--- config.mk ---
export PLATFORM = sky130hd
export DESIGN_NAME = uart_rx_cfg_flat
export DESIGN_NICKNAME = d
export VERILOG_FILES = /design/src/rtl/uart_pkg.sv /design/src/rtl/uart_rx_cfg_if.sv /design/src/rtl/uart_rx_sampler.sv /design/src/rtl/uart_rx_cfg.sv /design/src/flat_wrapper.sv
export SDC_FILE = /design/constraint.sdc
export NUM_CORES = 1
export LEC_CHECK = 0
export CORE_MARGIN = 2
export CORE_UTILIZATION = 50
export CTS_BUF_LIST = sky130_fd_sc_hd__clkbuf_2
export DETAILED_ROUTE_END_ITERATION = 12
export PLACE_DENSITY = 0.81
export RECOVER_POWER = 25
export SLEW_MARGIN = 5
export SYNTH_ARGS = -nofsm -noshare
export SYNTH_HDL_FRONTEND = slang
export SYNTH_SLANG_ARGS = --single-unit
--- constraint.sdc ---
create_clock -name clk -period 2.85 [get_ports clk]
set_input_delay 0.57 -clock clk [delete_from_list [all_inputs] [get_ports clk]]
set_output_delay 0.57 -clock clk [all_outputs]
set_load 0.01 [all_outputs]
--- src/rtl/uart_pkg.sv ---
// uart_pkg: shared parity modes, receiver state encoding and default timing for the UART blocks
package uart_pkg;
    localparam int DEF_BAUD_DIV = 10416;
    localparam logic [1:0] PAR_NONE = 2'b00;
    localparam logic [1:0] PAR_EVEN = 2'b01;
    localparam logic [1:0] PAR_ODD  = 2'b10;
    typedef enum logic [2:0] {
        RX_IDLE,
        RX_START,
        RX_DATA,
        RX_PARITY,
        RX_STOP1,
        RX_STOP2
    } rx_state_t;
    function automatic logic par_on(input logic [1:0] mode);
        return mode == PAR_EVEN || mode == PAR_ODD;
    endfunction
endpackage

--- src/rtl/uart_rx_cfg_if.sv ---
// uart_rx_cfg_if: received-word handshake between the receiver and its consumer
interface uart_rx_cfg_if #(parameter int DATA_BITS = 8) ();
    logic [DATA_BITS-1:0] rx_data;
    logic                 rx_valid;
    logic                 rx_ready;
    logic                 parity_err;
    logic                 frame_err;
    logic                 break_det;
    logic                 overrun;
    modport master (
        output rx_data, rx_valid, parity_err, frame_err, break_det, overrun,
        input  rx_ready
    );
    modport slave (
        input  rx_data, rx_valid, parity_err, frame_err, break_det, overrun,
        output rx_ready
    );
endinterface

--- src/rtl/uart_rx_sampler.sv ---
// uart_rx_sampler: line synchroniser, falling-edge detect, bit-phase counter and 3-sample majority vote
module uart_rx_sampler #(
    parameter int BAUD_DIV  = 16,
    parameter int MID_POINT = BAUD_DIV / 2
) (
    input  logic clk,
    input  logic arst,
    input  logic rx_in,
    input  logic clr,
    output logic start_edge,
    output logic bit_valid,
    output logic bit_val
);
    localparam int CW = $clog2(BAUD_DIV);
    logic          sync1, line_s, line_d, smp_a, smp_b;
    logic [CW-1:0] cnt;
    // two-flop synchroniser plus one delayed copy for edge detection; idle-high line
    always_ff @(posedge clk or posedge arst) begin
        if (arst) begin
            sync1  <= 1'b1;
            line_s <= 1'b1;
            line_d <= 1'b1;
        end else begin
            sync1  <= rx_in;
            line_s <= sync1;
            line_d <= line_s;
        end
    end
    // bit-phase counter: the detect cycle counts as phase 0, so the third sample lands on MID_POINT+1
    always_ff @(posedge clk or posedge arst) begin
        if (arst) begin
            cnt   <= '0;
            smp_a <= 1'b1;
            smp_b <= 1'b1;
        end else begin
            cnt <= clr ? CW'(1) : (cnt == CW'(BAUD_DIV - 1) ? '0 : cnt + 1'b1);
            if (cnt == CW'(MID_POINT - 1)) smp_a <= line_s;
            if (cnt == CW'(MID_POINT)) smp_b <= line_s;
        end
    end
    assign start_edge = line_d & ~line_s;
    assign bit_valid  = cnt == CW'(MID_POINT + 1);
    assign bit_val    = (smp_a & smp_b) | (smp_a & line_s) | (smp_b & line_s);
endmodule

--- src/rtl/uart_rx_cfg.sv ---
// uart_rx_cfg: configurable UART receiver with parity/stop selection, break detect and valid/ready output
module uart_rx_cfg
    import uart_pkg::*;
#(
    parameter int BAUD_DIV  = DEF_BAUD_DIV,
    parameter int MID_POINT = BAUD_DIV / 2,
    parameter int DATA_BITS = 8
) (
    input  logic       clk,
    input  logic       arst,
    input  logic       rx_en,
    input  logic       rx_in,
    input  logic [1:0] parity_mode,
    input  logic       two_stop,
    output logic       rx_busy,
    uart_rx_cfg_if.master bus
);
    localparam int IW = $clog2(DATA_BITS);
    rx_state_t            state;
    logic [1:0]           pm_l;
    logic                 two_l, par_acc, zero_l, pe_l, fe_l, brk_l;
    logic [DATA_BITS-1:0] shreg;
    logic [IW-1:0]        bit_idx;
    logic                 start_edge, bit_valid, bit_val, start_take;
    logic                 last, fin_fe, fin_bk;

    uart_rx_sampler #(.BAUD_DIV(BAUD_DIV), .MID_POINT(MID_POINT)) sampler (
        .clk(clk),
        .arst(arst),
        .rx_in(rx_in),
        .clr(start_take),
        .start_edge(start_edge),
        .bit_valid(bit_valid),
        .bit_val(bit_val)
    );

    assign start_take = state == RX_IDLE && rx_en && start_edge;

    // final stop decision and the flags it completes; break is fixed once STOP1 is decided
    always_comb begin
        last   = bit_valid && (state == RX_STOP2 || (state == RX_STOP1 && !two_l));
        fin_fe = (state == RX_STOP1) ? ~bit_val : (fe_l | ~bit_val);
        fin_bk = (state == RX_STOP1) ? (zero_l & ~bit_val) : brk_l;
    end

    // frame FSM: settings latched at start, data shifted LSB first, flags accumulated per bit
    always_ff @(posedge clk or posedge arst) begin
        if (arst) begin
            state   <= RX_IDLE;
            rx_busy <= 1'b0;
            pm_l    <= PAR_NONE;
            two_l   <= 1'b0;
            shreg   <= '0;
            bit_idx <= '0;
            par_acc <= 1'b0;
            zero_l  <= 1'b1;
            pe_l    <= 1'b0;
            fe_l    <= 1'b0;
            brk_l   <= 1'b0;
        end else begin
            case (state)
                RX_IDLE: if (start_take) begin
                    state   <= RX_START;
                    rx_busy <= 1'b1;
                    pm_l    <= parity_mode;
                    two_l   <= two_stop;
                    bit_idx <= '0;
                    par_acc <= 1'b0;
                    zero_l  <= 1'b1;
                    pe_l    <= 1'b0;
                    fe_l    <= 1'b0;
                    brk_l   <= 1'b0;
                end
                RX_START: if (bit_valid) begin
                    state   <= bit_val ? RX_IDLE : RX_DATA;
                    rx_busy <= ~bit_val;
                end
                RX_DATA: if (bit_valid) begin
                    shreg   <= {bit_val, shreg[DATA_BITS-1:1]};
                    par_acc <= par_acc ^ bit_val;
                    zero_l  <= zero_l & ~bit_val;
                    bit_idx <= bit_idx + 1'b1;
                    if (bit_idx == IW'(DATA_BITS - 1)) state <= par_on(pm_l) ? RX_PARITY : RX_STOP1;
                end
                RX_PARITY: if (bit_valid) begin
                    pe_l   <= (par_acc ^ bit_val) != (pm_l == PAR_ODD);
                    zero_l <= zero_l & ~bit_val;
                    state  <= RX_STOP1;
                end
                RX_STOP1: if (bit_valid) begin
                    fe_l    <= ~bit_val;
                    brk_l   <= zero_l & ~bit_val;
                    state   <= two_l ? RX_STOP2 : RX_IDLE;
                    rx_busy <= two_l;
                end
                RX_STOP2: if (bit_valid) begin
                    state   <= RX_IDLE;
                    rx_busy <= 1'b0;
                end
                default: begin
                    state   <= RX_IDLE;
                    rx_busy <= 1'b0;
                end
            endcase
        end
    end

    // output word register: load when empty or being accepted, otherwise drop the frame and flag overrun
    always_ff @(posedge clk or posedge arst) begin
        if (arst) begin
            bus.rx_data    <= '0;
            bus.rx_valid   <= 1'b0;
            bus.parity_err <= 1'b0;
            bus.frame_err  <= 1'b0;
            bus.break_det  <= 1'b0;
            bus.overrun    <= 1'b0;
        end else begin
            bus.overrun <= 1'b0;
            if (last && (!bus.rx_valid || bus.rx_ready)) begin
                bus.rx_data    <= shreg;
                bus.rx_valid   <= 1'b1;
                bus.parity_err <= pe_l;
                bus.frame_err  <= fin_fe;
                bus.break_det  <= fin_bk;
            end else if (last) begin
                bus.overrun <= 1'b1;
            end else if (bus.rx_valid && bus.rx_ready) begin
                bus.rx_valid <= 1'b0;
            end
        end
    end
endmodule

--- src/flat_wrapper.sv ---
// flat-port wrapper written by rule: the top's interface ports become plain ports
module uart_rx_cfg_flat import uart_pkg::*;
#(
    parameter int BAUD_DIV  = DEF_BAUD_DIV,
    parameter int MID_POINT = BAUD_DIV / 2,
    parameter int DATA_BITS = 8
)
  (clk, arst, rx_en, rx_in, parity_mode, two_stop, rx_busy, bus_rx_data, bus_rx_valid, bus_parity_err, bus_frame_err, bus_break_det, bus_overrun, bus_rx_ready);
  uart_rx_cfg_if #(.DATA_BITS(DATA_BITS)) bus_i ();
  input  logic clk;
  input  logic arst;
  input  logic rx_en;
  input  logic rx_in;
  input  logic [1:0] parity_mode;
  input  logic two_stop;
  output logic rx_busy;
  output wire logic [$bits(bus_i.rx_data)-1:0] bus_rx_data;
  output wire logic [$bits(bus_i.rx_valid)-1:0] bus_rx_valid;
  output wire logic [$bits(bus_i.parity_err)-1:0] bus_parity_err;
  output wire logic [$bits(bus_i.frame_err)-1:0] bus_frame_err;
  output wire logic [$bits(bus_i.break_det)-1:0] bus_break_det;
  output wire logic [$bits(bus_i.overrun)-1:0] bus_overrun;
  input wire logic [$bits(bus_i.rx_ready)-1:0] bus_rx_ready;
  assign bus_rx_data = bus_i.rx_data;
  assign bus_rx_valid = bus_i.rx_valid;
  assign bus_parity_err = bus_i.parity_err;
  assign bus_frame_err = bus_i.frame_err;
  assign bus_break_det = bus_i.break_det;
  assign bus_overrun = bus_i.overrun;
  assign bus_i.rx_ready = bus_rx_ready;
  uart_rx_cfg #(.BAUD_DIV(BAUD_DIV), .MID_POINT(MID_POINT), .DATA_BITS(DATA_BITS)) u_core (.clk(clk), .arst(arst), .rx_en(rx_en), .rx_in(rx_in), .parity_mode(parity_mode), .two_stop(two_stop), .rx_busy(rx_busy), .bus(bus_i));
endmodule
==> key figures <==
Status
  • Status: finished clean

Global routing
  • Antenna violations before repair: 0
  • Pin count of the biggest net entering global routing: 30
  • GRT overflow: 0
  • First-pass GRT wire length: 8340 microns
  • Tot GR Track Use: 0.173
  • Vias in the first global route: 1,773

Yosys
  • Synth Instances: ~240
  • Synth Warn #: 0
  • Netlist cell types: 52
  • Sequential share of the synthesized area: 0.498
  • Post-synth EDFFs: 0
  • Asr flop ratio synth: 1.00
  • Synthesized flop and latch total: between 50 and 60
  • Main flop type after synthesis: dfrtp_1
  • Mapped Avg Cell Area: 11.4 sq um
  • Syn nets: around 260
  • Post-synthesis cell area: 2780 sq um

Timing
  • RSZ-0062 raised after global routing: no
  • Final min period: 2260 ps
  • Final hold viol count: 0
  • Total negative setup slack: 0 ps
  • Worst Clk Skew: 44.0 ps
  • Slew HR: 0.322
  • Period utilization: 0.794
  • Fmax: 442 MHz
  • Final setup fails: 0
  • Slew Viols, Final: 0
  • Worst slew pin tran: 1020 ps

Clock tree
  • Worst skew pair latency: 480 ps
  • Clock buffer count from CTS: 5
  • CTS Buffer Depth: 2
  • # hold bufs at CTS: 0
  • Clock net sink count: 55
  • H-tree depth: 2
  • Clock root buffer: clkbuf_2
  • CTS tree: built
  • Post-CTS setup repair buffer count: 0
  • Post-CTS Resized: 0
  • Reg clk slew, reported paths: 310 ps

Cells and area
  • Area Growth Syn to Fin: 10.9%
  • Ant diodes: 0
  • Layout Nets: about 280
  • Most common cell after layout, fill and taps aside: dfrtp_1
  • Final Non-Filler Cells: 336
  • Share of cells above drive strength 1: 0.186
  • Commonest non-fill, non-tap cells in the layout: dfrtp_1 (49), nand2_1 (21), clkdlybuf4s50_1 (19)
  • Post-layout util: 0.567

Worst hold path
  • Worst Hold Class: reg -> reg

Critical path
  • Crit-path max cell delay: 580 ps
  • Critical-path top delay cell: or4_4
  • Worst EP required: 3250 ps
  • Crit Path Class: reg -> reg
  • Worst setup SP type: register
  • Nature of the critical path endpoint: register
  • Max FO, Critical Path: 11
  • CP Data Arrival Time: between 2000 and 3000 ps
  • Crit-path cells: inv_1 -> ha_1 -> nand3b_4 -> or4_4 -> nor2_4 -> mux2_2

Placement
  • Port buffer count: 21
  • GPL Wtd Cong: ~0.9
  • Hpwl dp: 3580 microns
  • Placed cell count: 328

Die
  • DIE WIDTH: 78.6 microns
  • Die Ht: 78.6 microns
  • Die area: 6170 sq um
  • Row count: 27
  • Initial core utilization: 0.511
  • Core footprint: 5440 sq um
  • # IOs: 22

Routing
  • DRT iter0 DRCs: 126
  • Vias: 1,850
  • DR pass1 iterations: 4
  • WL/cell: 14.9 microns
  • Final wirelength: 5000 microns
  • Final ANT Viol Nets: 0
  • Drt drc: 0
  • Routed vias/inst: 5.51

Power and ir drop
  • Pleak: 1.40 nW
  • PD cells: around 370 nW/um^2
  • VDD IR max: 224 uV

Job
  • Max-cap violations: 0
## per-stage QoR
stage | total power, W | setup slack, ps | area, sq um | hold slack [ps]
after global placement | 0.000830 | 618 | 3040 | 346
after detailed placement | 0.000831 | 570 | 3040 | 351
after global routing | 0.00119 | 492 | 3080 | 427
after floorplan | 0.000813 | 772 | 2780 | 345
final | 0.00114 | 586 | 3080 | 444
after CTS | 0.00116 | 561 | 3080 | 413
## final timing paths
path,from,slack [ps],cells after the start,to
worst max-delay path,u_core.sampler.cnt[1],590,6,u_core.bus.break_det
worst min-delay path,u_core.sampler.sync1,440,0,u_core.sampler.line_s
worst max register to register,u_core.sampler.cnt[1],590,6,u_core.bus.break_det
worst min register to register,u_core.sampler.sync1,440,0,u_core.sampler.line_s
max in group asynchronous,arst,1450,3,u_core.pe_l
min in group asynchronous,arst,710,2,u_core.sampler.cnt[2]
## cell usage after synthesis (2+ instances only)
library cell / number / area, sq um
a21o_1: 3 / 22.5
a21oi_1: 4 / 20.0
a32o_1: 3 / 30.0
and2_1: 3 / 18.8
buf_2: 3 / 15.0
buf_6: 2 / 22.5
clkbuf_1: 6 / 22.5
dfrtp_1: 49 / 1230
dfstp_2: 6 / 158
ha_1: 6 / 75.1
inv_1: 11 / 41.3
mux2_2: 11 / 124
mux2_4: 10 / 150
mux2i_1: 3 / 30.0
nand2_1: 21 / 78.8
nand2b_1: 4 / 25.0
nand3_1: 9 / 45.0
nand4_1: 7 / 43.8
nand4b_1: 4 / 35.0
nor2_1: 15 / 56.3
nor2b_1: 2 / 12.5
nor3_1: 4 / 20.0
nor4_1: 3 / 18.8
o211ai_1: 4 / 30.0
o21ai_0: 10 / 50.1
or2_2: 2 / 12.5
or4b_2: 3 / 30.0
xnor2_1: 7 / 61.3
xor2_1: 6 / 52.6
## cell type report
cell class	count	area (sq um)
clock buffer	5	25.0
clock inverter	3	22.5
fill	455	2360
inverter	11	41.3
multi-input combinational	166	1270
sequential	55	1380
tap	72	90.1
timing repair buffer	24	245
## flip-flops by register name, summed over array words and instances (netlist names), 2 cells and up
signal	count
u_core.sampler.cnt	14
u_core.bus.rx_data	8
u_core.shreg	8
u_core.bit_idx	3
u_core.state	3
u_core.pm_l	2
## critical path, delay by kind of cell (launching register included)
family | cells | cell delay, ps
buffers and inverters | 1 | 90
adders and majority gates | 1 | 190
and+or+nand+nor | 3 | 1090
muxes | 1 | 380
DFF | 1 | 470
## kinds of logic after synthesis
| group | count (synthesis) | share of synthesized area |
|---|---|---|
| simple gates | 91 | 0.202 |
| compound gates | 31 | 0.0761 |
| xor+xnor | 13 | 0.0410 |
| mux | 24 | 0.109 |
| flops | 55 | 0.498 |
| fa+ha+maj | 7 | 0.0306 |
| buf+inv | 23 | 0.0437 |
## power breakdown
part	internal, W	switching, W
Clock	0.0000664	0.000259
Sequential	0.000787	0.00000163
Combinational	0.0000114	0.0000169
## layer usage
layer	track usage	vias up	wire (microns)
met4	0.0526	0	75
li1	-	897	-
met3	0.0345	7	147
met1	0.249	912	2510
met2	0.262	34	2260
met5	0	-	0
No activity file was read; power rests on OpenSTA's default activity.
